==> src/rtl/adder_pkg.sv <==
// Shared constants, FSM encoding and delay-line payload for the adder checker.
package adder_pkg;

    localparam int unsigned DATA_W = 32;
    localparam int unsigned IDX_W  = 16;
    localparam int unsigned CNT_W  = 16;

    // Galois LFSR feedback mask and per-operand seeds
    localparam logic [DATA_W-1:0] LFSR_POLY = 32'h8020_0003;
    localparam logic [DATA_W-1:0] SEED_A    = 32'h0000_0001;
    localparam logic [DATA_W-1:0] SEED_B    = 32'h1234_ACE1;

    // Fixed corner vectors issued ahead of the pseudo-random stream
    localparam logic [DATA_W-1:0] CORNER0_A = 32'hFFFF_FFFF;
    localparam logic [DATA_W-1:0] CORNER0_B = 32'h0000_0001;
    localparam logic [DATA_W-1:0] CORNER1_A = 32'h8000_0000;
    localparam logic [DATA_W-1:0] CORNER1_B = 32'h8000_0000;

    typedef enum logic [1:0] {
        ST_IDLE  = 2'd0,
        ST_RUN   = 2'd1,
        ST_DRAIN = 2'd2,
        ST_DONE  = 2'd3
    } state_t;

    // One in-flight vector awaiting its result from the adder
    typedef struct packed {
        logic              valid;
        logic [IDX_W-1:0]  idx;
        logic [DATA_W:0]   exp;
    } dl_entry_t;

    // Reference sum with carry-out, mirroring the adder's zero extension
    function automatic logic [DATA_W:0] exp_sum(input logic [DATA_W-1:0] a,
                                                input logic [DATA_W-1:0] b);
        return {1'b0, a} + {1'b0, b};
    endfunction

endpackage

==> src/rtl/adder_checker_lfsr32.sv <==
// 32-bit Galois LFSR with synchronous seed load and advance enable.
module lfsr32
    import adder_pkg::*;
(
    input  logic              clk,
    input  logic              rst_n,
    input  logic [DATA_W-1:0] seed,
    input  logic              load,
    input  logic              advance,
    output logic [DATA_W-1:0] q
);

    logic [DATA_W-1:0] step_c;

    // Right-shifting Galois step: feedback taps applied when the LSB falls out
    always_comb begin
        step_c = q >> 1;
        if (q[0]) begin
            step_c = step_c ^ LFSR_POLY;
        end
    end

    // State register; load takes priority over advance
    always_ff @(posedge clk or negedge rst_n) begin
        if (!rst_n) begin
            q <= '0;
        end else if (load) begin
            q <= seed;
        end else if (advance) begin
            q <= step_c;
        end
    end

endmodule

==> config.mk <==
export PLATFORM = sky130hd
export DESIGN_NAME = lfsr32
export DESIGN_NICKNAME = d
export VERILOG_FILES = /design/src/rtl/adder_pkg.sv /design/src/rtl/adder_checker_lfsr32.sv
export SDC_FILE = /design/constraint.sdc
export NUM_CORES = 1
export LEC_CHECK = 0
export ABC_AREA = 1
export BUFFER_PORTS_ARGS = -buffer_cell sky130_fd_sc_hd__buf_2
export CORE_ASPECT_RATIO = 0.6
export CORE_MARGIN = 4
export CORE_UTILIZATION = 35
export CTS_BUF_LIST = sky130_fd_sc_hd__clkbuf_16
export CTS_CLUSTER_DIAMETER = 150
export DETAILED_ROUTE_END_ITERATION = 10
export PLACE_DENSITY = 0.71
export REMOVE_ABC_BUFFERS = 1
export SLEW_MARGIN = 20
export SYNTH_ARGS = -nofsm -noshare
export SYNTH_HDL_FRONTEND = slang
export SYNTH_SLANG_ARGS = --single-unit
==> constraint.sdc <==
create_clock -name clk -period 1.66 [get_ports clk]
set_input_delay 0.166 -clock clk [delete_from_list [all_inputs] [get_ports clk]]
set_output_delay 0.166 -clock clk [all_outputs]
set_load 0.02 [all_outputs]
Word level (Yosys, flattened, before mapping)
Index checks and enable logic that the tools add are counted.
W data, S select, Z words.

storage, ports and cells
  bits in registers = 32
  output and inout port bits = 32

cells by class
  multiplexer cells = 3
  reduce and logical (&&, ||, !) cells = 1
  bitwise logic cells = 1

operators by type and width
  kind                count
  $mux W32            3
  $not A3 Y4          1
  $reduce_bool A2 Y1  1

Longest topological paths before layout
Gate-level depths: netlist (run 1).

  word-level depth = 4
  depth in mapped cells = 6
  mapped depth without buffers = 4

Worst setup path before layout (run 1)
No wires, ideal clock.

  path type = register -> register
  start = reg q[0]
  end = reg q[0]
  cell stages (with the launch flop) = 5
  arrival time = 757 ps
  data required time = 1,539 ps
  setup slack = 782 ps
  cells stage by stage = dfrtp_1 > inv_1 > nand2_1 > nand3_1 > nand2_1

on the way
  word-level cells in the longest chain between the ends = 3

RTL lines
  what                      line                        RTL
  start: declaration        adder_checker_lfsr32.sv:10  output logic [DATA_W-1:0] q
  start signal: assignment  adder_checker_lfsr32.sv:30  q <= step_c;
  $mux W32                  adder_checker_lfsr32.sv:18  if (q[0]) begin
  $mux W32                  adder_checker_lfsr32.sv:29  end else if (advance) begin
  $mux W32                  adder_checker_lfsr32.sv:27  end else if (load) begin

Every way passes these cells. The select of a mux whose other input is x is not followed.
A chain may end at the register's enable or synchronous reset.

Final worst setup path (run 1)
  start = reg q[0]
  end = out q[0]

No word-level cell between the ends.

==> results of run 1 <==
[report_power, final]
| group | switching, uW | leakage [uW] | internal (uW) |
|---|---|---|---|
| combinational | 258 | 0.000639 | 149 |
| clock | 318 | 0.0000850 | 698 |
| sequential | 71.2 | 0.000391 | 863 |
| total | 647 | 0.00111 | 1710 |
[synth_stat cells]
library cell  count
a21oi_1           3
buf_2             5
buf_4             3
clkbuf_1          2
dfrtp_1          32
inv_1             7
inv_2             1
nand2_1          99
nand3_1          32
nor2_4            2
[layout make-up]
| cell class | count | area (um2) | area share, % |
|---|---|---|---|
| tap | 47 | 58.8 | 2.92 |
| inverter | 8 | 30.0 | 1.49 |
| timing repair buffer | 72 | 388 | 19.3 |
| antenna | 1 | 2.50 | 0.124 |
| sequential | 32 | 801 | 39.8 |
| clock buffer | 5 | 125 | 6.22 |
| clock inverter | 3 | 38.8 | 1.93 |
| multi-input combinational | 136 | 569 | 28.3 |
[metrics by stage]
step | worst slack, ns | hold WS, ns
after floorplan | 0.778 | -0.130
after global placement | 0.661 | 0.252
after detailed placement | 0.629 | 0.259
after CTS | 0.569 | 0.108
after global routing | 0.533 | 0.111
final | 0.582 | 0.109
[what timing repair did]
item / in CTS / in global routing
hold endpoints to repair: 32 / 0
buffers inserted: 0 / 0
hold buffers: 1 / 0
[kinds of logic (layout without fill, tap and decap cells)]
| group | after synthesis | in the layout | synth area share (%) |
|---|---|---|---|
| AO/OA/AOI/OAI | 3 | 3 | 1.03 |
| buffers and inverters | 18 | 88 | 5.85 |
| flip-flops | 32 | 32 | 55.0 |
| other | 0 | 1 | 0 |
| AND/OR/NAND/NOR | 133 | 133 | 38.1 |
[routing by layer]
| metal | routed length, um | up-vias | global-route usage (%) |
|---|---|---|---|
| met5 | 0 | - | 0 |
| met4 | 21 | 0 | 2.58 |
| met3 | 387 | 4 | 6.87 |
| met2 | 1520 | 59 | 19.7 |
| met1 | 1930 | 663 | 22.7 |
| li1 | - | 719 | - |
[how the worst min path moves through the flow]
stage	start	endpoint	slack, ns	depth (start not counted)
after floorplan	rst_n	q[0]	-0.13	0
after global placement	rst_n	q[1]	0.25	1
after detailed placement	rst_n	q[1]	0.26	1
after CTS	seed[9]	q[9]	0.11	3
after global routing	seed[16]	q[16]	0.11	3
final	seed[10]	q[10]	0.11	3
==> impl_metrics.json, run 1 <==
{
  "fin_skew_ns": 0.00353,
  "crit_end": "q[0]",
  "ys_seq_area_share_pct": 55.0,
  "synth_warnings": 0,
  "core-area_um2": 3830,
  "cts_buffer_depth": 2,
  "grtUsageTotal_pct": 15.1,
  "synth_top_area_share_pct": 55.0,
  "start_util_pct": 38.0,
  "regToRegSetupSlack_ns": 0.80,
  "grt_pass1_wl_um": 6350,
  "std_cell_rows": 17,
  "finalCriticalPeriod_ns": 1.08,
  "ctsResizeCount": 0,
  "status": "complete, no violations",
  "ioPinCount": 68,
  "cts_tree": "done",
  "final_common_cell": "nand2_1",
  "maxSlewHeadroom_pct": 53.3,
  "die_w_um": 91.2,
  "filler_cell_count": 398,
  "synthesis.instances": 186,
  "avgSynthCellArea_um2": 7.82,
  "setup.worst_path.start": "q[0]",
  "grt_pass1_vias": 1326,
  "largest_reg_flops": 32,
  "startpoint_type": "register",
  "peakVddDrop_uv": 463,
  "reg2reg_depth": 4,
  "dpl_cell_area_um2": 1840,
  "cp_cell_sequence": "buf_2",
  "placed_cells": 294,
  "drtIter0Drc": 84,
  "worst_slew_pin_slew_ns": 0.701,
  "setup_violations": 0,
  "ant_nets": 0,
  "slew_viol_final": 0,
  "cpMaxStageDelayCell": "dfrtp_1",
  "via_count": 1445,
  "clkTransAtPathRegs_ns": 0.05,
  "clock-sinks": 32,
  "wl_per_cell_um": 12.7,
  "io_buffers": 67,
  "finalSetupTns_ns": 0,
  "hold_violations": 0,
  "power.density_nw_per_um2": 1170,
  "path_depth": 1,
  "drt-total-wl_um": 3870,
  "hpwl_um": 2800,
  "fin_util_pct": 52.6,
  "critical-path-max-stage-delay_ns": 0.44,
  "crit_type": "reg2out",
  "ys_top_cells_by_area": "dfrtp_1 (55%), nand2_1 (26%), nand3_1 (11%)",
  "drive_gt1_share_pct": 31.6,
  "ys_ff_latch": 32,
  "maxCapViolCount": 0,
  "timing.rr.start": "q[0]",
  "top_regs": "q: 32 flops",
  "end_kind": "primary output",
  "drc": 0,
  "dieArea_um2": 5290,
  "cp.required_ns": 1.49,
  "finalNetCount": 291,
  "regMostFlops": "q",
  "cts-root-buf": "clkbuf_16",
  "hold_path.class": "in2reg",
  "worstPathArrival_ns": 0.91,
  "design_area_um2": 2010,
  "fp.dieH_um": 57.9,
  "cp_top_family": "flip-flops",
  "cp_max_fo": 7,
  "clk_latency_ns": 0.27,
  "p_total_uw": 2360,
  "ys_types": 10,
  "cp_num_buf_inv": 1,
  "htreeDepth": 2,
  "antenna_found_initial": 0,
  "gp_congestion": 0.815,
  "synth_top_cell_by_area": "dfrtp_1",
  "numCtsBuffers": 5,
  "drtPass1Iterations": 4,
  "grt_max_degree": 33,
  "r2r_end": "q[21]",
  "final_cell_mix": "nand2_1 (99), buf_2 (67), nand3_1 (32), dfrtp_1 (32), inv_1 (8)",
  "avgViaCountPerCell": 4.75,
  "p_leak_uw": 0.00111,
  "syn2layout_area_growth_pct": 38.3,
  "fmaxAchievable_mhz": 928,
  "grt_overflow_total": 0,
  "final_cells": 304,
  "post-route-period-util_pct": 64.9,
  "rsz0062_at_grt": "false",
  "syn-cell-area_um2": 1460
}
(Power assumes the default switching activity.)
==> run 2: changes to the inputs <==
==> constraint.sdc (replaced) <==
create_clock -name clk -period 1.06 [get_ports clk]
set_input_delay 0.106 -clock clk [delete_from_list [all_inputs] [get_ports clk]]
set_output_delay 0.106 -clock clk [all_outputs]
set_load 0.02 [all_outputs]
==> run 2 against run 1 <==
  * Clock power rose by 54%
  * Global-route usage increased by 0.57 points
  * Critical path depth unchanged
  * Register-to-register slack got worse by 0.58 ns
  * Sequential cell count unchanged
  * Worst setup slack got worse by 0.52 ns
  * Sequential share of layout area decreased by 0.52 points
  * Design area up 1.5%
  * Non-clock buffer count up 1
==> impl_metrics.json, run 2 (synthesis gave the netlist of run 1 again) <==
{
  "status": "complete, no violations",
  "wl_met3_um": 349,
  "final_cell_mix": "nand2_1 (99), buf_2 (67), nand3_1 (32)",
  "fmaxAchievable_mhz": 1000,
  "drtIter0Drc": 56,
  "start_util_pct": 38.0,
  "hold_violations": 0,
  "post_cts_buffers": 0,
  "regMostFlops": "q",
  "drc": 0,
  "clk_latency_ns": 0.28,
  "die_w_um": 91.2,
  "grt_max_degree": 33,
  "top_layer": "met4",
  "m1WireLength_um": 1970,
  "core-area_um2": 3830,
  "p_leak_uw": 0.00112,
  "clkPwrFrac_pct": 42.6,
  "cp_max_fo": 7,
  "drt-total-wl_um": 3850,
  "antenna_found_initial": 0,
  "diodes": 0,
  "p_sw_share_pct": 27.3,
  "setup_violations": 0,
  "maxSlewHeadroom_pct": 73.7,
  "cp_num_buf_inv": 1,
  "dpl_cell_area_um2": 1870,
  "ioPinCount": 68,
  "drive_gt1_share_pct": 31.9,
  "slew_viol_final": 0,
  "critical-path-max-stage-delay_ns": 0.44,
  "grt_overflow_total": 0,
  "top_regs": "q: 32 flops",
  "post-route-period-util_pct": 94.0,
  "peakVddDrop_uv": 636,
  "end_kind": "primary output",
  "maxCapViolCount": 0,
  "cts_tree": "done",
  "drtPass1Iterations": 4,
  "via_count": 1408,
  "std_cell_rows": 17,
  "cts-root-buf": "clkbuf_16",
  "design_area_um2": 2040,
  "io_buffers": 67,
  "worst_slew_pin_slew_ns": 0.394,
  "rsz0062_at_grt": "false",
  "clkTransAtPathRegs_ns": 0.05,
  "htreeDepth": 2,
  "largest_reg_flops": 32,
  "cp_top_family": "flip-flops",
  "power.density_nw_per_um2": 1810,
  "startpoint_type": "register",
  "p_sw_uw": 1010,
  "combPwrFrac_pct": 17.7,
  "grt_pass1_vias": 1346,
  "numCtsBuffers": 5,
  "grtUsageTotal_pct": 15.7,
  "finalCriticalPeriod_ns": 0.996,
  "avgViaCountPerCell": 4.63,
  "dieArea_um2": 5290,
  "wl_per_cell_um": 12.7,
  "cpMaxStageDelayCell": "dfrtp_2",
  "pre_cts_ws_ns": 0.120,
  "met2_wirelength_um": 1470,
  "gp_congestion": 0.820,
  "p_total_uw": 3700,
  "fin_skew_ns": 0.00614,
  "syn2layout_area_growth_pct": 40.4,
  "crit_type": "reg2out",
  "finalSetupTns_ns": 0,
  "clock-sinks": 32,
  "fp.dieH_um": 57.9,
  "worstPathArrival_ns": 0.89,
  "seq_power_share_pct": 39.7,
  "finalNetCount": 292,
  "grt_pass1_wl_um": 6460,
  "cp_cell_sequence": "buf_2",
  "setup_slack_ns": 0.0637,
  "hpwl_um": 2790,
  "ant_nets": 0,
  "cp.required_ns": 0.95,
  "intPower_uw": 2690,
  "cts_buffer_depth": 2,
  "final_common_cell": "nand2_1",
  "hold_path.class": "in2reg"
}
## run 2: worst paths after layout
path / from / to / slack [ns] / cells past startpoint
hold / removal: seed[31] / q[31] / 0.05 / 3
min in group asynchronous: rst_n / q[1] / 0.38 / 3
hold reg to reg: q[25] / q[24] / 0.50 / 2
setup / recovery: q[0] / q[0] / 0.06 / 1
max in group asynchronous: rst_n / q[0] / 0.38 / 3
setup reg to reg: q[0] / q[0] / 0.22 / 4
## run 2: metrics by stage
stage               hold WS (ns)  cells  utilization, %
finish                    0.0468    304            53.4
global route              0.0587    304            53.4
global placement           0.142    295            48.8
detailed placement         0.146    295            48.8
CTS                       0.0471    304            53.3
floorplan                 -0.190    176               -
## run 2: worst min-delay path, delay by kind of cell
kind | cells | cell delay, ns
buffers and inverters | 1 | 0.07
AND/OR/NAND/NOR | 2 | 0.11
## run 2: cell type report
cell class,instances,area (um2)
multi-input combinational,136,569
timing repair buffer,73,420
sequential,32,802
clock inverter,3,37.5
fill,375,1790
clock buffer,5,125
inverter,8,30.0
tap,47,58.8
## run 2: per-layer routing
metal  global-route usage [%]  up-vias
li1                         -      720
met1                     22.9      622
met2                     20.0       59
met3                     6.10        7
met4                     7.08        0
met5                        0        -
## run 2: power by group through the flow
stage                     registers, uW  logic [uW]  clock network [uW]
final                              1470         654                1570
after global placement             1480         648                   0
after floorplan                    1620         179                   0
after detailed placement           1480         659                   0
after global routing               1490         722                1660
after CTS                          1470         662                1610
## run 2: repair_timing
action / 4_1_cts / 5_1_grt
setup endpoints to repair: 0 / 1
hold buffers: 1 / 0
gates resized for setup: 0 / 1
hold endpoints to repair: 32 / 0
